===== config.mk =====
export PLATFORM = sky130hd
export DESIGN_NAME = hazard_flush_ctrl
export DESIGN_NICKNAME = d
export VERILOG_FILES = /design/src/rtl/hazard_flush_ctrl.sv
export SDC_FILE = /design/constraint.sdc
export NUM_CORES = 1
export LEC_CHECK = 0
export CORE_MARGIN = 2
export CORE_UTILIZATION = 44
export DETAILED_ROUTE_END_ITERATION = 8
export GPL_TIMING_DRIVEN = 1
export PLACE_DENSITY_LB_ADDON = 0.15
export SKIP_CTS_REPAIR_TIMING = 1
export SYNTH_ARGS = -nofsm -noshare
export SYNTH_HDL_FRONTEND = slang
export SYNTH_SLANG_ARGS = --single-unit

===== constraint.sdc =====
create_clock -name CLK -period 3 [get_ports CLK]
set_clock_uncertainty 0.1 [all_clocks]
set_input_delay 0.3 -clock CLK [delete_from_list [all_inputs] [get_ports CLK]]
set_output_delay 0.3 -clock CLK [all_outputs]
set_load 0.02 [all_outputs]

===== src/rtl/hazard_flush_ctrl.sv =====
// hazard_flush_ctrl: pipeline hazard and exception-sequencing controller.
// Generates per-stage flush strobes, the PC/IF-ID hold and the PC redirect.
// It sequences illegal-instruction (and optionally interrupt) entry through
// RUN -> DRAIN -> FLUSH -> REDIRECT.
// Optional feature macro: PIPE_IRQ_EN (external interrupt entry). When it is
// undefined, irq/kernel are ignored and exc_vec is always ILLOP_VEC.
module hazard_flush_ctrl #(
    parameter logic [31:0] IRQ_VEC      = 32'h8000_0004,
    parameter logic [31:0] ILLOP_VEC    = 32'h8000_0008,
    parameter int unsigned DRAIN_CYCLES = 2
) (
    input  logic        CLK,
    input  logic        reset,
    input  logic        irq,
    input  logic        kernel,
    input  logic        illop_ID,
    input  logic        load_use,
    input  logic        branch_taken_EX,
    input  logic [31:0] PC_ID,
    output logic        IFID_X,
    output logic        IDEX_X,
    output logic        EXMEM_X,
    output logic        MEMWB_X,
    output logic        pc_hold,
    output logic        exc_load,
    output logic [31:0] exc_vec,
    output logic [31:0] epc_out,
    output logic        busy
);

    localparam logic [1:0] S_RUN      = 2'd0;
    localparam logic [1:0] S_DRAIN    = 2'd1;
    localparam logic [1:0] S_FLUSH    = 2'd2;
    localparam logic [1:0] S_REDIRECT = 2'd3;

    localparam logic [2:0] DRAIN_INIT = 3'(DRAIN_CYCLES - 1);

    logic [1:0]  state;
    logic [1:0]  state_nxt;
    logic [2:0]  cnt;
    logic [2:0]  cnt_nxt;
    logic [31:0] epc_q;
    logic        exc_req;
    logic        exc_take;
    logic [31:0] vec_sel;

    logic ifid_r, idex_r, exmem_r, memwb_r, hold_r, load_r;

`ifdef PIPE_IRQ_EN
    logic cause_irq;

    assign exc_req = illop_ID | (irq & ~kernel);
    assign vec_sel = cause_irq ? IRQ_VEC : ILLOP_VEC;

    // Cause is latched only on entry; illegal opcode beats interrupt.
    always_ff @(posedge CLK or negedge reset) begin
        if (!reset)
            cause_irq <= 1'b0;
        else if (exc_take)
            cause_irq <= ~illop_ID;
    end
`else
    logic unused_irq_inputs;

    assign unused_irq_inputs = irq | kernel;
    assign exc_req           = illop_ID;
    assign vec_sel           = ILLOP_VEC;
`endif

    // A taken branch squashes the ID instruction, so it also squashes entry.
    assign exc_take = (state == S_RUN) && !branch_taken_EX && exc_req;

    // State, drain counter and return PC registers.
    always_ff @(posedge CLK or negedge reset) begin
        if (!reset) begin
            state <= S_RUN;
            cnt   <= '0;
            epc_q <= '0;
        end else begin
            state <= state_nxt;
            cnt   <= cnt_nxt;
            if (exc_take)
                epc_q <= PC_ID;
        end
    end

    // Next-state and drain-counter sequencing.
    always_comb begin
        state_nxt = state;
        cnt_nxt   = cnt;
        case (state)
            S_RUN: begin
                if (exc_take) begin
                    state_nxt = S_DRAIN;
                    cnt_nxt   = DRAIN_INIT;
                end
            end
            S_DRAIN: begin
                if (cnt == 3'd0)
                    state_nxt = S_FLUSH;
                else
                    cnt_nxt = cnt - 3'd1;
            end
            S_FLUSH:    state_nxt = S_REDIRECT;
            S_REDIRECT: state_nxt = S_RUN;
            default:    state_nxt = S_RUN;
        endcase
    end

    // Output decode: Mealy in RUN, Moore in the exception states.
    always_comb begin
        ifid_r  = 1'b0;
        idex_r  = 1'b0;
        exmem_r = 1'b0;
        memwb_r = 1'b0;
        hold_r  = 1'b0;
        load_r  = 1'b0;
        case (state)
            S_RUN: begin
                if (branch_taken_EX) begin
                    ifid_r = 1'b1;
                    idex_r = 1'b1;
                end else if (exc_req) begin
                    idex_r = 1'b1;
                    hold_r = 1'b1;
                end else if (load_use) begin
                    idex_r = 1'b1;
                    hold_r = 1'b1;
                end
            end
            S_DRAIN: begin
                idex_r = 1'b1;
                hold_r = 1'b1;
            end
            S_FLUSH: begin
                ifid_r  = 1'b1;
                idex_r  = 1'b1;
                exmem_r = 1'b1;
                memwb_r = 1'b1;
                hold_r  = 1'b1;
            end
            S_REDIRECT: begin
                ifid_r = 1'b1;
                load_r = 1'b1;
            end
            default: ;
        endcase
    end

    // Every output is held at zero while reset is asserted.
    assign IFID_X   = reset & ifid_r;
    assign IDEX_X   = reset & idex_r;
    assign EXMEM_X  = reset & exmem_r;
    assign MEMWB_X  = reset & memwb_r;
    assign pc_hold  = reset & hold_r;
    assign exc_load = reset & load_r;
    assign busy     = reset & (state != S_RUN);
    assign exc_vec  = reset ? vec_sel : '0;
    assign epc_out  = reset ? epc_q : '0;

endmodule


==> flow_summary.ini <==
[pwr]
max-vdd-ir-drop_v = 0.000460
sequentialPowerShare = 0.336
p_switching_mw = 0.904
pwr-share-comb = 0.537
power.clock.fraction = 0.127
fraction_of_power_spent_switching_nets = 0.345
power.internal_mw = 1.72
leakage_nw = 1.45
powerDensity_mw_per_mm2 = 863

[detailed_routing]
drtIter0Drc = 53
per_cell_via_count_in_the_routed_design = 4.34
vias = 1442
firstDrtPassIters = 2
antenna_violating_nets_post_route = 0
drt_drc_violations_left = 0
postRouteWirelength_um = 4000
route.detailed.wl_per_inst_um = 12.1

[logic_synthesis]
synth_seq_cells = 37
yosysUniqueCellTypes = 26
synth_compound_area_frac = 0.0441
area_share_of_and_or_nand_nor_cells_after_synthesis = 0.131
synth.avg_cell_area_um2 = 12.0
synth_edf_count = 0
synthMuxAreaShare = 0.221
yosys.area_share.adder = 0.0503
yosysSeqAreaShare = 0.413
synthXorXnorAreaFrac = 0
yosysWarnings = 0
synth_top_family_by_area = multiplexers
fraction_of_synthesis_flops_using_an_asynchronous_set_or_reset_pin = 1.00
postSynthCellCount = 186
synth.cell_area_mm2 = 0.00224
ys.flop_type = sky130_fd_sc_hd__dfrtp_1

[critical_path]
rr_worst_depth = 5
cp-end-kind = primary output
worst-path-buf-inv = 4
critPathLaunchType = input port
timing.critical_path.slowest_cell_delay_ns = 0.64
critPathTopFamily = buffers and inverters
slowest_stage = sky130_fd_sc_hd__clkdlybuf4s50_1
critical_path.max_fanout = 14
critical_path_required_ns = 2.60
critical_path_arrival_ns = 2.19
classification_of_the_worst_setup_path = input port to primary output
timing.critical_path.depth = 5
crit_path_cell_trace = dlygate4sd3_1, buf_2, buf_4, nor3b_1, clkdlybuf4s50_1

[global_routing]
global_route_wire_length_before_repair_um = 6180
pin_count_of_the_biggest_net_entering_global_routing = 53
grt_pass1_vias = 1351
grtUsageTotal = 0.144
grt_antenna_before_repair = 0
gr-total-overflow = 0

[timing]
slew_limit_fails = 0
final-setup-viol-count = 0
final_min_period_over_clock_period = 0.864
unrepaired_setup_endpoints_after_global_routing = no
timing.hold.ws_ns = 0.325
totalNegativeSetupSlack_ns = 0
final.min_clock_period_ns = 2.59
hold_viol = 0
fmaxAchievable_mhz = 386

[clocking]
clock_tree.buffer_depth = 2
clock-sinks = 37
htreeDepth = 2
number_of_clock_buffers_inserted_by_tritoncts = 5
clock-root-buffer = sky130_fd_sc_hd__clkbuf_8
cts_tree = done
worstSkewPairLatency_ns = 0.28
clkTransAtPathRegs_ns = 0.07

[finish]
fillers = 429
nets = 312
final_common_cell = sky130_fd_sc_hd__clkdlybuf4s50_1
insertedDiodeCount = 0
commonest_non_fill_non_tap_cells_in_the_layout = sky130_fd_sc_hd__clkdlybuf4s50_1, sky130_fd_sc_hd__dfrtp_1, sky130_fd_sc_hd__and2_1, sky130_fd_sc_hd__mux2_4, sky130_fd_sc_hd__conb_1
fraction_of_layout_cells_with_a_size_suffix_above_1 = 0.166
areaGrowthSynthToFinish_pct = 35.6

[placement]
routabilityCongestion = 0.750
hpwl_um = 2970
port-buffer-count = 77

[floorplan]
die_area_mm2 = 0.00568
fp.dieH_um = 75.4
num_rows = 25
boundaryPins = 110
width_of_the_die_um = 75.4
initial_utilization = 0.465
coreArea_mm2 = 0.00482

[min_path]
worst_hold_path_type = input port to async pin

[job]
maxCapViolations = 0

[status]
run_status = complete, no violations
[final timing paths]
kind / from / endpoint / slack [ns]
max: reset / IFID_X / 0.41
min: reset / epc_q[1] / 0.33
max reg2reg: state[0] / epc_q[30] / 0.79
min reg2reg: epc_q[29] / epc_q[29] / 0.39
max in group asynchronous: reset / epc_q[28] / 2.00
min in group CLK: epc_q[29] / epc_q[29] / 0.39
[power by group through the flow]
stage                     clock [mW]  sequential [mW]  combinational [mW]
after global routing           0.371            0.914                1.53
after CTS                      0.352            0.883                1.42
after global placement             0            0.877                1.40
after floorplan                    0            0.851                1.00
final                          0.334            0.880                1.41
after detailed placement           0            0.889                1.42
[worst register-to-register path, delay by kind of cell, from the launching register on]
family,cells,cell delay (ns)
buf+inv,2,0.61
simple gates,1,0.28
flops,1,0.42
mux,1,0.39
fa+ha+maj,1,0.30
[synth_stat cells (2+ instances only)]
library cell                number  area share
sky130_fd_sc_hd__nand2b_1        4       0.011
sky130_fd_sc_hd__and2_1         34       0.095
sky130_fd_sc_hd__dfrtp_1        37        0.41
sky130_fd_sc_hd__clkbuf_1        3      0.0050
sky130_fd_sc_hd__mux2_1          3       0.015
sky130_fd_sc_hd__nor3_1          2      0.0045
sky130_fd_sc_hd__nor2b_1         2      0.0056
sky130_fd_sc_hd__buf_4          33        0.11
sky130_fd_sc_hd__buf_6           3       0.015
sky130_fd_sc_hd__a211oi_1        2      0.0067
sky130_fd_sc_hd__ha_1            9       0.050
sky130_fd_sc_hd__a2111oi_0       3       0.012
sky130_fd_sc_hd__a21oi_1         2      0.0045
sky130_fd_sc_hd__inv_1           5      0.0084
sky130_fd_sc_hd__mux2_4         30        0.20
sky130_fd_sc_hd__nor2_1          3      0.0050
sky130_fd_sc_hd__a211o_1         2      0.0078
[per-layer routing]
layer / global-route usage / routed length [µm]
met1: 0.174 / 1730
met5: 0 / 0
met2: 0.244 / 1960
met4: 0.0526 / 43
met3: 0.0410 / 269
[registers in the layout (all words and copies together), names as in the netlist]
| register | count |
|---|---|
| cnt | 3 |
| epc_q | 32 |
| state | 2 |
[kinds of logic (layout without fill, tap and decap cells)]
group / count (synthesis) / in the layout
buf+inv: 44 / 94
fa+ha+maj: 9 / 9
mux: 34 / 34
compound gates: 13 / 13
other cells: 1 / 30
flops: 37 / 37
simple gates: 48 / 48
[layout make-up]
cell class              count  area [µm²]  area share
clock buffers               5        68.8      0.0227
clock inverters             3        17.5     0.00577
inverters                   5        18.8     0.00618
multi-input cells         134        1110       0.366
flip-flops and latches     37         926       0.305
well taps                  67        83.8      0.0276
repair buffers             81         811       0.267
[per-stage QoR]
step / area, µm² / util / std cells / setup WS [ns] / total power, mW
2_1_floorplan: 2350 / - / 215 / 1.19 / 1.85
3_3_place_gp: 2940 / 0.611 / 323 / 0.749 / 2.28
3_5_place_dp: 2940 / 0.611 / 323 / 0.748 / 2.30
4_1_cts: 3030 / 0.629 / 331 / 0.484 / 2.66
5_1_grt: 3040 / 0.631 / 332 / 0.314 / 2.81
6_report: 3040 / 0.631 / 332 / 0.407 / 2.62
(Power assumes the default switching activity.)
